<file path="src/rtl/pico_irq_ctrl.sv">
// Interrupt controller and I/O register block for the PicoBlaze core.
// Captures rising edges from the interrupt sources and runs the interrupt/interrupt_ack handshake.
module pico_irq_ctrl #(
    parameter int unsigned N_SRC   = 4,
    parameter logic [7:0]  BASE_ID = 8'h80
) (
    input  logic             clk,
    input  logic             cpu_reset_n,
    input  logic [N_SRC-1:0] irq_src,
    input  logic [7:0]       port_id,
    input  logic             write_strobe,
    input  logic             read_strobe,
    input  logic [7:0]       out_port,
    output logic [7:0]       in_port_o,
    output logic             in_sel,
    output logic             interrupt,
    input  logic             interrupt_ack
);

    typedef enum logic [1:0] {StIdle, StAssert, StService} state_e;

    state_e           state_q, state_d;
    logic [N_SRC-1:0] irq_src_q;
    logic [N_SRC-1:0] pending_q, pending_d;
    logic [N_SRC-1:0] mask_q, mask_d;
    logic [7:0]       vector_q, vector_d;
    logic [7:0]       in_port_d;

    logic             hit;
    logic [1:0]       offset;
    logic             wr_pend, wr_mask, wr_eoi;
    logic [N_SRC-1:0] qual;
    logic [N_SRC-1:0] win_oh;
    logic [2:0]       win_idx;
    logic             ack_take;
    logic [N_SRC-1:0] pend_clr;
    logic [7:0]       rd_data;

    // read_strobe is not needed: the read mux is refreshed every cycle.
    logic unused_in;
    assign unused_in = ^{read_strobe, out_port, vector_q[7:3]};

    assign hit     = (port_id[7:2] == BASE_ID[7:2]);
    assign offset  = port_id[1:0];
    assign wr_pend = write_strobe && hit && (offset == 2'd0);
    assign wr_mask = write_strobe && hit && (offset == 2'd1);
    assign wr_eoi  = write_strobe && hit && (offset == 2'd3);
    assign qual    = pending_q & mask_q;

    assign interrupt = (state_q == StAssert);

    // Fixed priority: scanning downwards leaves the lowest set index as winner.
    always_comb begin
        win_idx = 3'd0;
        win_oh  = '0;
        for (int i = N_SRC - 1; i >= 0; i--) begin
            if (qual[i]) begin
                win_idx   = 3'(i);
                win_oh    = '0;
                win_oh[i] = 1'b1;
            end
        end
    end

    always_comb begin
        state_d  = state_q;
        ack_take = 1'b0;
        unique case (state_q)
            StIdle: begin
                if (|qual) state_d = StAssert;
            end
            StAssert: begin
                if (interrupt_ack) begin
                    ack_take = 1'b1;
                    state_d  = StService;
                end else if (qual == '0) begin
                    state_d = StIdle;
                end
            end
            StService: begin
                if (wr_eoi) state_d = StIdle;
            end
            default: state_d = StIdle;
        endcase
    end

    // A new edge on the same cycle as a clear keeps the bit set.
    always_comb begin
        pend_clr = '0;
        if (wr_pend)  pend_clr = pend_clr | out_port[N_SRC-1:0];
        if (ack_take) pend_clr = pend_clr | win_oh;
        pending_d = (pending_q & ~pend_clr) | (irq_src & ~irq_src_q);
        mask_d    = wr_mask ? out_port[N_SRC-1:0] : mask_q;
        vector_d  = vector_q;
        if (ack_take) vector_d = (|qual) ? {5'b0, win_idx} : 8'hFF;
    end

    always_comb begin
        rd_data = 8'h00;
        unique case (offset)
            2'd0: rd_data = 8'(pending_q);
            2'd1: rd_data = 8'(mask_q);
            2'd2: rd_data = (state_q == StService) ? {1'b1, 4'b0, vector_q[2:0]} : 8'hFF;
            2'd3: rd_data = 8'h00;
            default: rd_data = 8'h00;
        endcase
        in_port_d = hit ? rd_data : 8'h00;
    end

    always_ff @(posedge clk or negedge cpu_reset_n) begin
        if (!cpu_reset_n) begin
            state_q   <= StIdle;
            irq_src_q <= '0;
            pending_q <= '0;
            mask_q    <= '0;
            vector_q  <= 8'hFF;
            in_port_o <= 8'h00;
            in_sel    <= 1'b0;
        end else begin
            state_q   <= state_d;
            irq_src_q <= irq_src;
            pending_q <= pending_d;
            mask_q    <= mask_d;
            vector_q  <= vector_d;
            in_port_o <= in_port_d;
            in_sel    <= hit;
        end
    end

endmodule

</file>
<file path="config.mk">
export PLATFORM = sky130hd
export DESIGN_NAME = pico_irq_ctrl
export DESIGN_NICKNAME = d
export VERILOG_FILES = /design/src/rtl/pico_irq_ctrl.sv
export SDC_FILE = /design/constraint.sdc
export NUM_CORES = 1
export LEC_CHECK = 0
export ABC_CLOCK_PERIOD_IN_PS = 1200
export BUFFER_PORTS_ARGS = -buffer_cell sky130_fd_sc_hd__buf_4
export CAP_MARGIN = 40
export CORE_ASPECT_RATIO = 1.1
export CORE_MARGIN = 5
export CORE_UTILIZATION = 44
export DETAILED_ROUTE_END_ITERATION = 6
export GPL_TIMING_DRIVEN = 0
export HOLD_SLACK_MARGIN = 0.05
export PLACE_DENSITY = 0.75
export SYNTH_ARGS = -nofsm -noshare
export SYNTH_HDL_FRONTEND = slang
export SYNTH_SLANG_ARGS = --single-unit
</file>
<file path="constraint.sdc">
create_clock -name clk -period 1.2 [get_ports clk]
set_input_delay 0.12 -clock clk [delete_from_list [all_inputs] [get_ports clk]]
set_output_delay 0.12 -clock clk [all_outputs]
set_load 0.01 [all_outputs]
</file>
### Word level (Yosys, flattened, before mapping)

Index checks and enable logic that the tools add are counted.

| storage, ports and cells | value |
|---|---|
| register bits after elaboration | 26 |
| input bits | 25 |
| output and inout port bits | 10 |
| word-level logic and storage cells | 53 |

| cells by class | value |
|---|---|
| eq/ne operators | 9 |
| multiplexer cells | 21 |
| bitwise logic cells | 7 |
| reductions and logical operators | 9 |

Operator list:

| operator | number |
|---|---|
| $pmux 8 s4 | 1 |
| $mux 4 | 6 |
| $and 4x4->4 | 3 |
| $mux 2 | 6 |
| $mux 3 | 3 |
| $mux 8 | 1 |
| $not 4->4 | 2 |
| $or 4x4->4 | 2 |
| $mux 7 | 1 |
| $eq 2x2->1 const B | 3 |
| $eq 6x6->1 const B | 1 |
| $pmux 2 s3 | 1 |
| $eq 2x1->1 const B | 2 |
| $logic_and 1x1->1 | 4 |
| $logic_not 2->1 | 2 |
| $logic_not 4->1 | 1 |
| $ne 2x2->1 const B | 2 |
| $reduce_or 4->1 | 1 |
| $ne 3x1->1 const B | 1 |
| $reduce_and 3->1 | 1 |
| $mux 1 | 2 |

### Logic depth before layout (Yosys ltp)

Gate-level depths: netlist (run 1).

| depth | value |
|---|---|
| word-level depth | 10 |
| depth in mapped cells | 5 |
| depth with buffers taken out | 3 |

### Least setup slack after synthesis (run 1)

Ideal clock, no wire load.

| timing path | value |
|---|---|
| kind | input port to flip-flop |
| from | input port port_id[5] |
| to | register mask_q[0] |
| setup time | 0.125 ns |
| data arrival time | 1.433 ns |
| required time | 1.075 ns |
| path slack | -0.358 ns |
| stages on the path | 4 |
| buffers on the path | 1 |
| path through | or4b_1 -> buf_2 -> nor4_4 -> mux2_2 |

| between the ends | value |
|---|---|
| longest elaborated chain between the ends | 3 |

Ends and longest elaborated chain:

| item | line | source |
|---|---|---|
| from (decl) | 10 | `input logic [7:0] port_id,` |
| $eq 6x6->1 | 43 | `assign hit = (port_id[7:2] == BASE_ID[7:2]);` |
| $logic_and 1x1->1 (2 in series) | 46 | `assign wr_mask = write_strobe && hit && (offset == 2'd1);` |
| to (signal assigned) | 123 | `mask_q <= mask_d;` |
| to (decl) | 25 | `logic [N_SRC-1:0] mask_q, mask_d;` |

No other way between the ends.
A chain may end at the register's enable or synchronous reset.

### Final worst setup path (run 1)

| timing path | value |
|---|---|
| from | register state_q[1] |
| to | register pending_q[1] |

| between the ends | value |
|---|---|
| longest elaborated chain between the ends | 6 |

Ends and longest elaborated chain:

| item | line | source |
|---|---|---|
| from (decl) | 22 | `state_e state_q, state_d;` |
| from (signal assigned) | 112 | `state_q <= StIdle;` |
| from (signal assigned) | 120 | `state_q <= state_d;` |
| $eq 2x1->1 | 68 | `unique case (state_q)` |
| $mux 1 | 68 |  |
| $mux 4 | 91 | `if (ack_take) pend_clr = pend_clr \| win_oh;` |
| $not 4->4 | 92 | `pending_d = (pending_q & ~pend_clr) \| (irq_src & ~irq_src_q);` |
| $and 4x4->4 | 92 |  |
| $or 4x4->4 | 92 |  |
| via pending_d[1] | 24 | `logic [N_SRC-1:0] pending_q, pending_d;` |
| to (signal assigned) | 122 | `pending_q <= pending_d;` |
| to (decl) | 24 |  |

The timed path passes the listed nets, and every way through them passes these cells.

==> impl_metrics.toml, run 1 <==
[clocking]
numCtsBuffers = 3
cts_tree = "done"
cts_buffer_depth = 2
cts_root_buffer = "clkbuf_4"
cts_max_level = 1
clk_latency_ns = 0.32
cts.clk_slew.worst_paths_ns = 0.13
cts.sinks = 24

[run_status]
outcome = "finished, violations left"
violations = "negative setup slack"

[cells_and_area]
regArea_um2 = 604.3
layout_common_cells = "34 x buf_4, 21 x dfrtp_1, 10 x dlygate4sd3_1"
n_fill_cell = 188
layout_commonest_cell = "buf_4"
area_delta_synth_final_pct = 49.32
nets = 175
multi_input_area_um2 = 525.5
diodes = 0
finalInstanceArea_mm2 = 0.001655
drive_gt1_share_pct = 46.98

[worst_setup_path]
crit_start = "state_q[1]"
rr_worst_depth = 4
endpoint = "pending_q[1]"
max_stage_delay_ns = 0.40
setup.worst_path.end_class = "flop"
path_max_fanout = 4
r2r-end = "pending_q[1]"
rr_startpoint = "state_q[1]"
cp_slowest_cell = "dfrtp_1"
ff2ff_setup_slack_ns = -0.06
cp.depth = 4
crit_type = "reg -> reg"
critPathRequiredTime_ns = 1.39
cp_data_arrival_time_ns = 1.45
cpLargestDelayFamily = "flip-flops"
crit_chain = "nand3b_1 > buf_6 > o31ai_4 > o22ai_1"
critPathBufInv = 1
worstSetupStartpointType = "flop"

[floorplanning]
die_w_um = 57.86
start_util_pct = 45.27
dieArea_mm2 = 0.003625
io_pins = 35
core_area_mm2 = 0.002449
die_y_um = 62.65
fp-row-count = 19

[timing]
rsz0062_at_grt = "yes"
slew_violations = 0
hold-worst-slack_ns = 0.2036
tightest_slew_ns = 0.5106
finalCriticalPeriod_ns = 1.262
slew_headroom_pct = 65.96
layout_setup_ws_ns = -0.06212
max_freq_ghz = 0.7923
clock_skew_ns = 0.01137
setup_viol = 5
finalHoldViolCount = 0
fin_crit_sh_pct = 105.2

[global_routing]
grt_util_all_layers_pct = 15.97
grt_pass1_vias = 1017
grt_max_degree = 25
grt_antenna_before_repair = 0
overflow = 0
grt_pass1_wl_um = 4457

[synth]
syn_inst = 101
synthesis.area_mm2 = 0.001109
ys_warn_count = 0
yosysSeqAreaShare_pct = 54.51
syn-num-nets = 126
syn_area_per_cell_um2 = 10.98
ys_types = 28
ys_ff_latch = 24

[detailed_routing]
drt_wl_total_um = 2574
antenna_left = 0
vias_per_cell = 5.272
vias = 949
drcViolationCount = 0
wire_per_inst_um = 14.30
dr.first_iter.drc_count = 16
dr.pass1.iters = 4

[placement]
io_buffers = 28
placed_cell_area_mm2 = 0.001404
dp_hpwl_um = 1657
gp_congestion = 0.7935

[power]
ir_worst_vdd_v = 0.0007759
leakage_nw = 0.7471
p_per_area_mw_per_mm2 = 1068

[hold_path]
worstHoldPathType = "in -> reg"

[job]
cap_violations = 0
==> logic make-up (layout without fill, tap and decap cells) <==
| logic type | Yosys count | in the layout | synth area share, % |
|---|---|---|---|
| mux | 9 | 9 | 9.030 |
| flops | 24 | 24 | 54.51 |
| compound gates | 23 | 23 | 13.66 |
| simple gates | 28 | 28 | 16.25 |
| buf+inv | 17 | 65 | 6.545 |
==> layout make-up <==
cell class              instances  share of cell area, %
repair buffers                 46                  23.28
clock buffers                   4                  1.587
well taps                      31                  2.343
multi-input cells              60                  31.75
flip-flops and latches         24                  36.51
inverters                      10                  2.268
plain buffers                   5                  2.268
==> power by group <==
| part | switching (W) | leakage (nW) | internal [W] | total, W |
|---|---|---|---|---|
| registers | 0.0000523 | 0.292 | 0.000932 | 0.000984 |
| logic | 0.000201 | 0.440 | 0.000218 | 0.000419 |
| clock network | 0.000236 | 0.0150 | 0.000130 | 0.000366 |
==> tightest hold or removal path: stages <==
cell and delay [ns]:
buf_4 0.13, nand3b_1 0.08, nor4_1 0.05, o22ai_1 0.09
==> sequential cells by signal (all words and copies together) (netlist names) <==
name       flops
in_port_o      6
irq_src_q      4
mask_q         4
pending_q      4
vector_q       3
state_q        2
in_sel         1
==> what timing repair did <==
action,CTS,global route
resized for setup,15,6
buffers inserted,8,0
endpoints found under the hold margin,35,0
endpoints found under the setup margin,11,14
pin swaps,6,4
hold buffers,10,0
gates cloned,0,0
==> how the worst min path moves through the flow <==
stage	slack (ns)	endpoint	start	cells past startpoint
floorplan	-0.18	in_port_o[0]	cpu_reset_n	0
global placement	0.03	mask_q[2]	cpu_reset_n	1
detailed placement	0.03	irq_src_q[2]	cpu_reset_n	1
CTS	0.19	pending_q[0]	write_strobe	4
global route	0.21	pending_q[0]	write_strobe	4
finish	0.20	pending_q[0]	write_strobe	4
==> per-stage QoR <==
step	instances	util (%)	setup slack (ns)	TNS [ns]	total power, W
floorplan	101	-	-0.2751	-1.832	0.001180
global placement	160	57.33	-0.4514	-4.590	0.001295
detailed placement	160	57.33	-0.4591	-4.687	0.001308
CTS	181	67.04	-0.03515	-0.1737	0.001755
global route	180	67.60	-0.08958	-0.4934	0.001856
finish	180	67.60	-0.06212	-0.1225	0.001769
==> Yosys cell counts, drive strengths merged <==
library cell	n	share of area [%]
dfrtp	21	47
o22ai	3	1.7
o21ai	4	1.8
a21o	1	0.68
a21oi	4	1.8
and2	2	1.1
or2	2	1.1
o211ai	3	2.0
mux2	8	8.1
buf	3	1.8
nand3b	5	3.4
nand2	7	2.4
nor2b	1	0.56
nand2b	2	1.1
mux2i	1	0.90
dfstp	3	7.1
a22o	1	0.79
inv	10	3.4
o41ai	1	0.79
nor4	6	4.7
a211oi	4	2.7
or4b	1	0.90
o31ai	2	1.4
clkbuf	4	1.4
nor3	2	0.90
==> metal layers <==
layer / wire (um) / part of all wire, % / track usage, % / vias to the layer above
met3: 137 / 5.3 / 2.066 / 6
met4: 72 / 2.8 / 9.565 / 0
met1: 976 / 38 / 18.55 / 460
li1: - / - / - / 454
met5: 0 / 0 / 0 / -
met2: 1386 / 54 / 27.26 / 29
No activity file was read; power rests on OpenSTA's default activity.
==> inputs of run 2 (changes only) <==
--- a/config.mk
+++ b/config.mk
@@ -5,7 +5,7 @@
 export SDC_FILE = /design/constraint.sdc
 export NUM_CORES = 1
 export LEC_CHECK = 0
-export ABC_CLOCK_PERIOD_IN_PS = 1200
+export ABC_CLOCK_PERIOD_IN_PS = 1100
 export BUFFER_PORTS_ARGS = -buffer_cell sky130_fd_sc_hd__buf_4
 export CAP_MARGIN = 40
 export CORE_ASPECT_RATIO = 1.1
==> constraint.sdc (replaced) <==
create_clock -name clk -period 1.1 [get_ports clk]
set_input_delay 0.11 -clock clk [delete_from_list [all_inputs] [get_ports clk]]
set_output_delay 0.11 -clock clk [all_outputs]
set_load 0.01 [all_outputs]
==> run 2 against run 1 <==
Against the previous run: the run still ends with negative setup slack left; worst setup slack got worse by 0.085 ns; sequential cell count unchanged; sequential share of layout area down 0.68 points; global-route usage fell by 1.0 points; routed wire length shrank 2.4%; cell count grew 0.56%; fmax increased by 1.2%; critical endpoint is now pending_q[2].
==> impl_metrics.toml, run 2 (synthesis results as in run 1) <==
[cells_and_area]
drive_gt1_share_pct = 50.00
finalInstanceArea_mm2 = 0.001687
nets = 176
layout_commonest_cell = "buf_4"
diodes = 0
largest_register = "in_port_o"
final_cells = 181
largest_register_ffs = 6
layout_common_cells = "33 x buf_4, 21 x dfrtp_1, 10 x dlygate4sd3_1"
area_delta_synth_final_pct = 52.14

[floorplanning]
core_area_mm2 = 0.002449
die_y_um = 62.65
start_util_pct = 45.27
io_pins = 35
die_w_um = 57.86
fp-row-count = 19
dieArea_mm2 = 0.003625

[global_routing]
grt_pass1_wl_um = 4278
grt_pass1_vias = 963
grt_max_degree = 25
grt_antenna_before_repair = 0
overflow = 0
grt_util_all_layers_pct = 14.95

[detailed_routing]
drt_wl_total_um = 2513
drcViolationCount = 0
antenna_left = 0
dr.first_iter.drc_count = 15
vias_per_cell = 5.249
wire_per_inst_um = 13.88
vias = 950
dr.pass1.iters = 4

[worst_setup_path]
max_stage_delay_ns = 0.40
critPathRequiredTime_ns = 1.29
setup.worst_path.end_class = "flop"
crit_type = "reg -> reg"
cp_data_arrival_time_ns = 1.44
critPathBufInv = 1
path_max_fanout = 4
crit_chain = "nand3b_1 > buf_4 > o31ai_2 > o22ai_1"
cp_slowest_cell = "dfrtp_1"
worstSetupStartpointType = "flop"
cpLargestDelayFamily = "flip-flops"

[power]
finalPower_w = 0.001992
p_per_area_mw_per_mm2 = 1181
leakage_nw = 0.7643
ir_worst_vdd_v = 0.0007713

[placement]
io_buffers = 28
dpl.cell_count = 160
placed_cell_area_mm2 = 0.001409
dp_hpwl_um = 1679
gp_congestion = 0.7349

[clocking]
cts_buffer_depth = 2
cts.sinks = 24
cts_tree = "done"
cts.clk_slew.worst_paths_ns = 0.12
cts_max_level = 1
cts_root_buffer = "clkbuf_4"
clk_latency_ns = 0.30
numCtsBuffers = 3

[run_status]
outcome = "finished, violations left"
violations = "negative setup slack"

[timing]
slew_violations = 0
clock_skew_ns = 0.002334
finalHoldViolCount = 0
setup_viol = 18
layout_setup_ws_ns = -0.1473
tightest_slew_ns = 0.4849
rsz0062_at_grt = "yes"
fin_crit_sh_pct = 113.4
fin_setup_tns_ns = -1.234
slew_headroom_pct = 67.67
max_freq_ghz = 0.8018
finalCriticalPeriod_ns = 1.247

[hold_path]
worstHoldPathType = "in -> async"

[job]
cap_violations = 0
[run 2: cell types whose count changed in the layout (fill, tap and decap cells not counted), sizes merged]
cell / delta
buf: +1
[run 2: repair_timing]
item,CTS,global route
hold buffers,10,0
setup endpoints to repair,21,21
gates resized for setup,18,8
hold endpoints to repair,34,0
pin swaps,10,1
setup buffers,9,2
[run 2: path summary, 6_finish.rpt]
path / start / endpoint / slack [ns] / cells past startpoint
setup reg to reg: state_q[1] / pending_q[2] / -0.15 / 4
hold / removal: cpu_reset_n / irq_src_q[2] / 0.22 / 2
hold reg to reg: irq_src_q[0] / pending_q[0] / 0.45 / 1
min in group clk: write_strobe / pending_q[1] / 0.22 / 4
max in group asynchronous: cpu_reset_n / vector_q[1] / 0.60 / 2
setup / recovery: state_q[1] / pending_q[2] / -0.15 / 4
[run 2: per-layer routing]
metal  vias to the layer above  global-route usage (%)  share of wire (%)
met2                        32                   24.58                 51
li1                        458                       -                  -
met3                         2                   2.893                7.6
met1                       458                   19.32                 41
met5                         -                       0                  0
met4                         0                   5.217               0.64
[run 2: power by group]
| group | leakage [nW] | switching [W] | internal, W |
|---|---|---|---|
| Sequential | 0.292 | 0.0000667 | 0.00102 |
| Clock | 0.0210 | 0.000242 | 0.000202 |
| Combinational | 0.451 | 0.000217 | 0.000248 |
| Total | 0.764 | 0.000525 | 0.00147 |
[run 2: layout make-up]
type / count / area (um2)
Multi-Input combinational cell: 60 / 530.5
Clock buffer: 4 / 36.28
Buffer: 3 / 23.77
Fill cell: 181 / 762.0
Sequential cell: 24 / 604.3
Tap cell: 31 / 38.79
Inverter: 10 / 37.54
Timing Repair Buffer: 49 / 415.4
[run 2: through the flow]
step	setup slack [ns]	utilization [%]	hold WS, ns
finish	-0.1473	68.88	0.2156
global route	-0.1904	68.88	0.2149
floorplan	-0.3651	-	-0.1856
CTS	-0.1394	67.86	0.2062
detailed placement	-0.5764	57.54	0.01734
global placement	-0.5481	57.54	0.01786
==> inputs of run 3 (changes only) <==
--- a/config.mk
+++ b/config.mk
@@ -12,7 +12,6 @@
 export CORE_MARGIN = 5
 export CORE_UTILIZATION = 44
 export DETAILED_ROUTE_END_ITERATION = 6
-export GPL_TIMING_DRIVEN = 0
 export HOLD_SLACK_MARGIN = 0.05
 export PLACE_DENSITY = 0.75
 export SYNTH_ARGS = -nofsm -noshare
==> run 3 against run 2 <==
Against the previous run: the flow still finishes with violations (negative setup slack); fmax up 1.5%; core utilization grew 6.4 points; worst hold slack got worse by 0.077 ns; power up 7.0%; combinational power grew 28%; largest cell class unchanged.
==> impl_metrics.toml, run 3 (synthesis results as in run 1) <==
[power]
p_comb_share_pct = 27.8
switching_share_pct = 27.24
p_int_w = 0.001551
leakage_nw = 0.8471
p_seq_share_pct = 50.4
clockPowerShare_pct = 21.8
ir_worst_vdd_v = 0.001163
power.switching_w = 0.0005809
p_per_area_mw_per_mm2 = 1156

[floorplanning]
die_y_um = 62.65
start_util_pct = 45.27
core_area_mm2 = 0.002449
dieArea_mm2 = 0.003625
io_pins = 35
die_w_um = 57.86
fp-row-count = 19

[timing]
clock_skew_ns = 0.006089
layout_setup_ws_ns = -0.1290
max_freq_ghz = 0.8137
hold-worst-slack_ns = 0.1385
tightest_slew_ns = 0.3840
rsz0062_at_grt = "yes"
slew_violations = 0
finalCriticalPeriod_ns = 1.229
slew_headroom_pct = 74.40
fin_crit_sh_pct = 111.7
finalHoldViolCount = 0
setup_viol = 12

[worst_setup_path]
cp_data_arrival_time_ns = 1.43
setup.worst_path.end_class = "flop"
max_stage_delay_ns = 0.42
path_max_fanout = 4
worstSetupStartpointType = "flop"
crit_chain = "a22o_4 > o41ai_4 > o21ai_1"
critPathBufInv = 0
cp.depth = 3
cp_slowest_cell = "dfrtp_1"
rr_startpoint = "pending_q[1]"
r2r-end = "pending_q[3]"
ff2ff_setup_slack_ns = -0.13
crit_type = "reg -> reg"
cpLargestDelayFamily = "compound AO/OA/AOI/OAI gates"
endpoint = "pending_q[3]"
crit_start = "pending_q[1]"
rr_worst_depth = 3
critPathRequiredTime_ns = 1.30

[detailed_routing]
vias_per_cell = 5.222
drcViolationCount = 0
drt_wl_total_um = 2854
dr.pass1.iters = 4
wire_per_inst_um = 14.71
vias = 1013
antenna_left = 0
dr.first_iter.drc_count = 15

[cells_and_area]
largest_register_ffs = 6
n_fill_cell = 139
nets = 189
layout_common_cells = "45 x buf_4, 21 x dfrtp_1, 10 x dlygate4sd3_1, 10 x buf_6, 9 x inv_1"
diodes = 0
fin_util_pct = 75.32
drive_gt1_share_pct = 57.06
largest_register = "in_port_o"
area_delta_synth_final_pct = 66.37
layout_commonest_cell = "buf_4"

[global_routing]
grt_util_all_layers_pct = 17.36
overflow = 0
grt_pass1_vias = 1104
grt_max_degree = 25
grt_antenna_before_repair = 0
grt_pass1_wl_um = 4892

[clocking]
cts.clk_slew.worst_paths_ns = 0.13
cts_tree = "done"
numCtsBuffers = 3
cts_max_level = 1
cts.sinks = 24
cts_buffer_depth = 2
clk_latency_ns = 0.32
cts_root_buffer = "clkbuf_4"

[placement]
io_buffers = 29
dp_hpwl_um = 1920
gp_congestion = 0.7633
post-place-ws_ns = -0.4644

[job]
cap_violations = 0

[hold_path]
worstHoldPathType = "in -> reg"

[run_status]
outcome = "finished, violations left"
violations = "negative setup slack"
-- run 3: cell count changes in the layout (fill, tap and decap cells not counted), sizes merged --
cell,delta
buf,+15
clkbuf,-2
-- run 3: layer usage --
metal | vias to the layer above | share of wire (%) | global-route usage, %
li1 | 481 | - | -
met1 | 481 | 39 | 19.82
met2 | 42 | 51 | 29.94
met3 | 9 | 7.5 | 3.926
met4 | 0 | 3.2 | 8.116
met5 | - | 0 | 0
-- run 3: area by class of cell --
cell class	count	area (um2)	share of cell area, %
Sequential cell	24	604.3	32.77
Multi-Input combinational cell	60	576.8	31.28
Timing Repair Buffer	65	550.5	29.85
Tap cell	31	38.79	2.103
Inverter	10	37.54	2.035
Clock buffer	4	36.28	1.967
-- run 3: repair_timing --
action | in CTS | in global routing
hold buffers | 10 | 0
setup endpoints to repair | 18 | 17
buffers inserted | 3 | 3
hold endpoints to repair | 35 | 0
gates resized for setup | 21 | 13
gates cloned | 0 | 0
pin swaps | 6 | 8
-- run 3: how the worst min path moves through the flow --
stage          cells past startpoint           end   startpoint
6_report                           3  in_port_o[7]   port_id[0]
5_1_grt                            3  in_port_o[7]   port_id[0]
4_1_cts                            3  in_port_o[7]   port_id[0]
3_5_place_dp                       1    state_q[0]  cpu_reset_n
3_3_place_gp                       1    state_q[0]  cpu_reset_n
2_1_floorplan                      0  in_port_o[0]  cpu_reset_n
-- run 3: through the flow --
| stage | setup TNS [ns] | total power (W) | cells | instance area, um2 |
|---|---|---|---|---|
| after floorplan | -3.236 | 0.001290 | 101 | 1160 |
| after global placement | -5.487 | 0.001489 | 174 | 1515 |
| after detailed placement | -5.769 | 0.001514 | 174 | 1515 |
| after CTS | -0.7445 | 0.002063 | 191 | 1763 |
| after global routing | -1.455 | 0.002229 | 194 | 1844 |
| final | -0.9161 | 0.002132 | 194 | 1844 |
-- run 3: power groups by stage --
stage                     registers (W)  logic (W)  clock network (W)
after global routing            0.00109   0.000646           0.000492
final                           0.00107   0.000594           0.000465
after detailed placement        0.00109   0.000425                  0
after global placement          0.00108   0.000406                  0
after CTS                       0.00107   0.000525           0.000464
after floorplan                 0.00108   0.000211                  0
-- run 3: worst reg2reg max path: cells and delay by family (launching register included) --
| kind | cells | cell delay, ns |
|---|---|---|
| compound gates | 3 | 0.69 |
| flops | 1 | 0.42 |
